### config.mk
export PLATFORM = sky130hd
export DESIGN_NAME = uart_rx_ctrl_flat
export DESIGN_NICKNAME = d
export VERILOG_FILES = /design/src/rtl/uart_rx_pkg.sv /design/src/rtl/uart_rx_ctrl_if.sv /design/src/rtl/uart_rx_edge_bit_counter.sv /design/src/rtl/uart_rx_ctrl.sv /design/src/flat_wrapper.sv
export SDC_FILE = /design/constraint.sdc
export NUM_CORES = 1
export LEC_CHECK = 0
export CAP_MARGIN = 20
export CORE_ASPECT_RATIO = 1.1
export CORE_MARGIN = 2
export CORE_UTILIZATION = 49
export DETAILED_ROUTE_END_ITERATION = 7
export PLACE_DENSITY = 0.78
export SYNTH_ARGS = -nofsm -noshare
export SYNTH_HDL_FRONTEND = slang
export SYNTH_SLANG_ARGS = --single-unit
### constraint.sdc
create_clock -name clk -period 2.4 [get_ports clk]
set_input_delay 0.24 -clock clk [delete_from_list [all_inputs] [get_ports clk]]
set_output_delay 0.24 -clock clk [all_outputs]
set_load 0.05 [all_outputs]
### src/rtl/uart_rx_pkg.sv
// Shared types and defaults for the UART receive-side frame controller.
package uart_rx_pkg;

    localparam int DATA_W_DEF     = 8;
    localparam int PRESCALE_W_DEF = 6;

    localparam int PS_8  = 8;
    localparam int PS_16 = 16;
    localparam int PS_32 = 32;

    typedef enum logic [2:0] {
        IDLE   = 3'd0,
        START  = 3'd1,
        DATA   = 3'd2,
        PARITY = 3'd3,
        STOP   = 3'd4
    } rx_state_e;

endpackage

### src/rtl/uart_rx_ctrl_if.sv
// Serial line, check-stage results and controller strobes bundled for uart_rx_ctrl.
interface uart_rx_ctrl_if
    import uart_rx_pkg::*;
#(
    parameter int PRESCALE_W = PRESCALE_W_DEF
) ();
    logic                  rx_in;
    logic                  par_en;
    logic [PRESCALE_W-1:0] prescale;
    logic                  strt_glitch;
    logic                  par_err;
    logic                  stp_err;

    logic [PRESCALE_W-1:0] edge_cnt;
    logic                  dat_samp_en;
    logic                  deser_en;
    logic                  strt_chk_en;
    logic                  par_chk_en;
    logic                  stp_chk_en;
    logic                  data_valid;
    logic                  frame_err;
    logic                  busy;

    modport slave (
        input  rx_in, par_en, prescale, strt_glitch, par_err, stp_err,
        output edge_cnt, dat_samp_en, deser_en, strt_chk_en, par_chk_en,
               stp_chk_en, data_valid, frame_err, busy
    );

    modport master (
        output rx_in, par_en, prescale, strt_glitch, par_err, stp_err,
        input  edge_cnt, dat_samp_en, deser_en, strt_chk_en, par_chk_en,
               stp_chk_en, data_valid, frame_err, busy
    );
endinterface

### src/rtl/uart_rx_edge_bit_counter.sv
// Oversample edge counter (0..ps-1, wrapping) and per-frame data bit counter.
module uart_rx_edge_bit_counter #(
    parameter int PRESCALE_W = 6,
    parameter int BIT_W      = 3
) (
    input  logic                  clk,
    input  logic                  rst,
    input  logic                  edge_clr,
    input  logic                  edge_en,
    input  logic                  bit_clr,
    input  logic                  bit_en,
    input  logic [PRESCALE_W-1:0] ps,
    output logic [PRESCALE_W-1:0] edge_cnt,
    output logic [BIT_W-1:0]      bit_cnt,
    output logic                  last_edge
);
    assign last_edge = edge_en && (edge_cnt == ps - PRESCALE_W'(1));

    always_ff @(posedge clk or posedge rst) begin
        if (rst) begin
            edge_cnt <= '0;
            bit_cnt  <= '0;
        end else begin
            if (edge_clr)
                edge_cnt <= '0;
            else if (edge_en)
                edge_cnt <= last_edge ? '0 : edge_cnt + PRESCALE_W'(1);

            if (bit_clr)
                bit_cnt <= '0;
            else if (bit_en && last_edge)
                bit_cnt <= bit_cnt + BIT_W'(1);
        end
    end
endmodule

### src/rtl/uart_rx_ctrl.sv
// UART RX frame controller: start detect, bit timing, check-stage strobes and
// single-cycle data_valid / frame_err result pulses.
module uart_rx_ctrl
    import uart_rx_pkg::*;
#(
    parameter int DATA_W     = DATA_W_DEF,
    parameter int PRESCALE_W = PRESCALE_W_DEF
) (
    input  logic           clk,
    input  logic           rst,
    uart_rx_ctrl_if.slave  bus
);
    localparam int BIT_W = (DATA_W > 1) ? $clog2(DATA_W) : 1;

    rx_state_e             state, state_nxt;
    logic [PRESCALE_W-1:0] ps;
    logic [PRESCALE_W-1:0] edge_cnt;
    logic [BIT_W-1:0]      bit_cnt;
    logic                  last_edge;
    logic                  dv_nxt, fe_nxt;
    logic                  data_valid_p1, frame_err_p1;
    logic                  deser_en, strt_chk_en, par_chk_en, stp_chk_en;

    uart_rx_edge_bit_counter #(
        .PRESCALE_W (PRESCALE_W),
        .BIT_W      (BIT_W)
    ) u_cnt (
        .clk       (clk),
        .rst       (rst),
        .edge_clr  (state == IDLE),
        .edge_en   (state != IDLE),
        .bit_clr   (state != DATA),
        .bit_en    (state == DATA),
        .ps        (ps),
        .edge_cnt  (edge_cnt),
        .bit_cnt   (bit_cnt),
        .last_edge (last_edge)
    );

    // The prescale is captured only when a frame begins so mid-frame changes are ignored.
    always_ff @(posedge clk or posedge rst) begin
        if (rst) begin
            state         <= IDLE;
            ps            <= '0;
            data_valid_p1 <= 1'b0;
            frame_err_p1  <= 1'b0;
        end else begin
            state         <= state_nxt;
            data_valid_p1 <= dv_nxt;
            frame_err_p1  <= fe_nxt;
            if (state == IDLE && !bus.rx_in)
                ps <= bus.prescale;
        end
    end

    always_comb begin
        state_nxt   = state;
        dv_nxt      = 1'b0;
        fe_nxt      = 1'b0;
        deser_en    = 1'b0;
        strt_chk_en = 1'b0;
        par_chk_en  = 1'b0;
        stp_chk_en  = 1'b0;
        case (state)
            IDLE: begin
                if (!bus.rx_in)
                    state_nxt = START;
            end
            START: begin
                if (last_edge) begin
                    strt_chk_en = 1'b1;
                    state_nxt   = bus.strt_glitch ? IDLE : DATA;
                end
            end
            DATA: begin
                if (last_edge) begin
                    deser_en = 1'b1;
                    if (bit_cnt == BIT_W'(DATA_W - 1))
                        state_nxt = bus.par_en ? PARITY : STOP;
                end
            end
            PARITY: begin
                if (last_edge) begin
                    par_chk_en = 1'b1;
                    if (bus.par_err) begin
                        fe_nxt    = 1'b1;
                        state_nxt = IDLE;
                    end else begin
                        state_nxt = STOP;
                    end
                end
            end
            STOP: begin
                if (last_edge) begin
                    stp_chk_en = 1'b1;
                    fe_nxt     = bus.stp_err;
                    dv_nxt     = !bus.stp_err;
                    state_nxt  = IDLE;
                end
            end
            default: state_nxt = IDLE;
        endcase
    end

    assign bus.edge_cnt    = edge_cnt;
    assign bus.dat_samp_en = (state != IDLE);
    assign bus.busy        = (state != IDLE);
    assign bus.deser_en    = deser_en;
    assign bus.strt_chk_en = strt_chk_en;
    assign bus.par_chk_en  = par_chk_en;
    assign bus.stp_chk_en  = stp_chk_en;
    assign bus.data_valid  = data_valid_p1;
    assign bus.frame_err   = frame_err_p1;
endmodule

### src/flat_wrapper.sv
// flat-port wrapper written by rule: the top's interface ports become plain ports
module uart_rx_ctrl_flat import uart_rx_pkg::*;
#(
    parameter int DATA_W     = DATA_W_DEF,
    parameter int PRESCALE_W = PRESCALE_W_DEF
)
  (clk, rst, bus_rx_in, bus_par_en, bus_prescale, bus_strt_glitch, bus_par_err, bus_stp_err, bus_edge_cnt, bus_dat_samp_en, bus_deser_en, bus_strt_chk_en, bus_par_chk_en, bus_stp_chk_en, bus_data_valid, bus_frame_err, bus_busy);
  uart_rx_ctrl_if #(.PRESCALE_W(PRESCALE_W)) bus_i ();
  input  logic clk;
  input  logic rst;
  input wire logic [$bits(bus_i.rx_in)-1:0] bus_rx_in;
  input wire logic [$bits(bus_i.par_en)-1:0] bus_par_en;
  input wire logic [$bits(bus_i.prescale)-1:0] bus_prescale;
  input wire logic [$bits(bus_i.strt_glitch)-1:0] bus_strt_glitch;
  input wire logic [$bits(bus_i.par_err)-1:0] bus_par_err;
  input wire logic [$bits(bus_i.stp_err)-1:0] bus_stp_err;
  output wire logic [$bits(bus_i.edge_cnt)-1:0] bus_edge_cnt;
  output wire logic [$bits(bus_i.dat_samp_en)-1:0] bus_dat_samp_en;
  output wire logic [$bits(bus_i.deser_en)-1:0] bus_deser_en;
  output wire logic [$bits(bus_i.strt_chk_en)-1:0] bus_strt_chk_en;
  output wire logic [$bits(bus_i.par_chk_en)-1:0] bus_par_chk_en;
  output wire logic [$bits(bus_i.stp_chk_en)-1:0] bus_stp_chk_en;
  output wire logic [$bits(bus_i.data_valid)-1:0] bus_data_valid;
  output wire logic [$bits(bus_i.frame_err)-1:0] bus_frame_err;
  output wire logic [$bits(bus_i.busy)-1:0] bus_busy;
  assign bus_i.rx_in = bus_rx_in;
  assign bus_i.par_en = bus_par_en;
  assign bus_i.prescale = bus_prescale;
  assign bus_i.strt_glitch = bus_strt_glitch;
  assign bus_i.par_err = bus_par_err;
  assign bus_i.stp_err = bus_stp_err;
  assign bus_edge_cnt = bus_i.edge_cnt;
  assign bus_dat_samp_en = bus_i.dat_samp_en;
  assign bus_deser_en = bus_i.deser_en;
  assign bus_strt_chk_en = bus_i.strt_chk_en;
  assign bus_par_chk_en = bus_i.par_chk_en;
  assign bus_stp_chk_en = bus_i.stp_chk_en;
  assign bus_data_valid = bus_i.data_valid;
  assign bus_frame_err = bus_i.frame_err;
  assign bus_busy = bus_i.busy;
  uart_rx_ctrl #(.DATA_W(DATA_W), .PRESCALE_W(PRESCALE_W)) u_core (.clk(clk), .rst(rst), .bus(bus_i));
endmodule
==> reports/metrics.csv <==
metric,value,unit
rsz0062_at_grt,true,
die_area,0.00279,mm^2
grt_usage,24.0,%
path_max_fanout,6,
violations,negative setup slack,
cts_hold_buf,0,
antenna_found_initial,0,
yosysMostFrequentCell,dfrtp_1,
tightest_slew,0.767,ns
synthesis.nets,135,
p_per_area,1310,mW/mm^2
p_comb_share,66.1,%
area_growth,45.2,%
vias,1040,
vdd_drop_max,0.974,mV
status,"complete, but fails checks",
required,2.16,ns
use_met2,41.7,%
start_util,51.8,%
final_cells,187,
slew_headroom,48.8,%
drt_first_iter_violations,15,
grt_pass1_vias,1075,
synth_top_cell_area_share,42.9,%
swShare,48.1,%
drt-vias-per-instance,5.56,
setup_viol,4,
syn_inst,118,
p_leak,0.691,nW
hp-class,input port to async pin,
htreeDepth,1,
placedCellCount,175,
period_share,102,%
p_sw,0.00107,W
syn_avg_cell_area,9.88,um^2
cts_buffer_depth,2,
yosysUniqueCellTypes,34,
path_cells,or4_4 > or3_4 > and4_4 > nand2_8 > buf_8 > nor2_2 > buf_12,
drc,0,
first_pass_iters,4,
crit_type,register to output pin,
drive_above_1_share,28.0,%
p_seq_share,26.9,%
timing.fmax,407,MHz
yosys.area.top_type,dfrtp_1,
critPathSlowestCell,or4_4,
p_clk_share,7.0,%
grt-ovfl-total,0,
worst_path_largest_cell_delay,0.56,ns
root_buffer,clkbuf_4,
intPower,0.00115,W
grt_max_degree,21,
synth-main-ff-cell,dfrtp_1,
hold_viol_final,0,
core,0.00225,mm^2
gp_congestion,0.829,
end_kind,output pin,
async_reset_ff_share,100,%
final.setup_skew,0.00600,ns
start_kind,register,
fin_util,75.2,%
diodes,0,
cts_buffers,3,
busiest_layer,met2,
finalNetCount,176,
fin_total_pwr,0.00222,W
synth_area,0.00117,mm^2
clk_latency,0.30,ns
arrival,2.22,ns
ios,27,
clock_sinks,20,
io_buffers,26,
synthTopCellsByCount,"dfrtp_1 (20), nor2_1 (10), nor3_1 (9)",
dieHeight,55.2,um
cts_tree,built,
ys_seq_area_share,42.9,%
maxSlewViolCount,0,
grtUsageMet1,28.8,%
drv_cap,0,
synth-seq-cells,20,
ant_nets,0,
cts.clk_slew.worst_paths,0.11,ns
fin_setup_tns,-0.185,ns
dp_hpwl,2.04,mm
fin_ws,-0.0572,ns
rows,18,
critPathTopFamily,simple AND/OR/NAND/NOR gates,
min_period,2.46,ns
synth_warnings,0,
synth_edf_count,0,
grt_pass1_wl,4.89,mm
wl,3.04,mm
routedWlPerCell,16.3,um
yosys-top-cells-area,"dfrtp_1 (43%), xnor2_1 (4.5%), ha_1 (4.3%), nor3_1 (3.9%), mux2_2 (3.9%)",
die_x,50.5,um
grt_util_met3,4.30,%
worst-path-buf-inv,2,
worst paths after layout:
path                            cells past startpoint            start  slack, ns                  endpoint
min in group clk                                    3  bus_prescale[0]       0.52              u_core.ps[0]
worst max register to register                      7     u_core.ps[0]       0.24           u_core.state[0]
max in group asynchronous                           2              rst       1.54   u_core.u_cnt.bit_cnt[0]
worst min register to register                      1     u_core.ps[5]       0.55              u_core.ps[5]
worst min-delay path                                2              rst       0.38  u_core.u_cnt.edge_cnt[4]
worst max-delay path                                7     u_core.ps[0]      -0.06              bus_deser_en
logic make-up after synthesis:
logic type               Yosys count  share of synthesized area (%)
adder cells (fa/ha/maj)            4                           4.29
flip-flops                        20                           42.9
AO/OA/AOI/OAI                     22                           11.8
XOR/XNOR                          10                           7.51
buffers and inverters              7                           2.58
AND/OR/NAND/NOR                   50                           26.2
multiplexers                       5                           4.72
registers in the layout, indices dropped and copies added (netlist names):
signal	cells
u_core.bus.data_valid	1
u_core.u_cnt.edge_cnt	6
u_core.ps	6
u_core.u_cnt.bit_cnt	3
u_core.bus.frame_err	1
u_core.state	3
area by class of cell:
cell class / instances / area [um^2]
inverter: 4 / 15.0
clock buffer: 3 / 22.5
fill: 151 / 559
timing repair buffer: 39 / 405
tap: 30 / 37.5
sequential: 20 / 500
multi-input combinational: 91 / 712
per-layer routing:
metal	share of wire, %	up-vias	wire (um)
li1	-	495	-
met1	42	500	1270
met2	50	35	1520
met3	5.2	10	157
met4	3.1	0	93
met5	0	-	0
power by group through the flow:
stage,sequential [W],combinational (W),clock (W)
after global routing,0.000614,0.00157,0.000173
after floorplan,0.000667,0.000782,0
after global placement,0.000597,0.00115,0
after CTS,0.000595,0.00131,0.000161
after detailed placement,0.000604,0.00117,0
final,0.000598,0.00147,0.000156
worst reg2reg max path: stages, from the launching register on:
cell and delay, ns:
dfrtp_1 0.42, or4_4 0.56, or3_4 0.35, and4_4 0.20, buf_4 0.13, buf_4 0.13
a31oi_1 0.16, a21oi_1 0.09
through the flow:
step                hold slack (ns)  worst slack, ns  area, um^2
CTS                           0.405           -0.123        1630
global route                  0.447           -0.131        1690
global placement              0.519           0.0986        1530
floorplan                     0.204          -0.0779        1180
detailed placement            0.534           0.0312        1530
finish                        0.382          -0.0572        1690
cells in the final DEF, fill, tap and decap left out, types with 3 or more instances in the layout:
cell             Yosys  layout
nand2_1              5       5
buf_12               0       4
nor3_1               9       8
nor2b_1              4       4
xnor2_1              6       6
nand3_1              6       6
dfrtp_1             20      20
a21oi_1              7       7
mux2_2               4       4
clkdlybuf4s50_1      0      22
o21ai_0              8       8
nor2_1              10       8
clkbuf_4             0       3
ha_1                 4       3
buf_4                1      12
xor2_1               4       4
what timing repair did:
| item | CTS | global route |
|---|---|---|
| endpoints found under the setup margin | 4 | 4 |
| resized for setup | 9 | 5 |
| endpoints found under the hold margin | 0 | 0 |
| pin swaps | 6 | 6 |
| setup buffers | 4 | 5 |
Power figures use the tool's default switching activity.
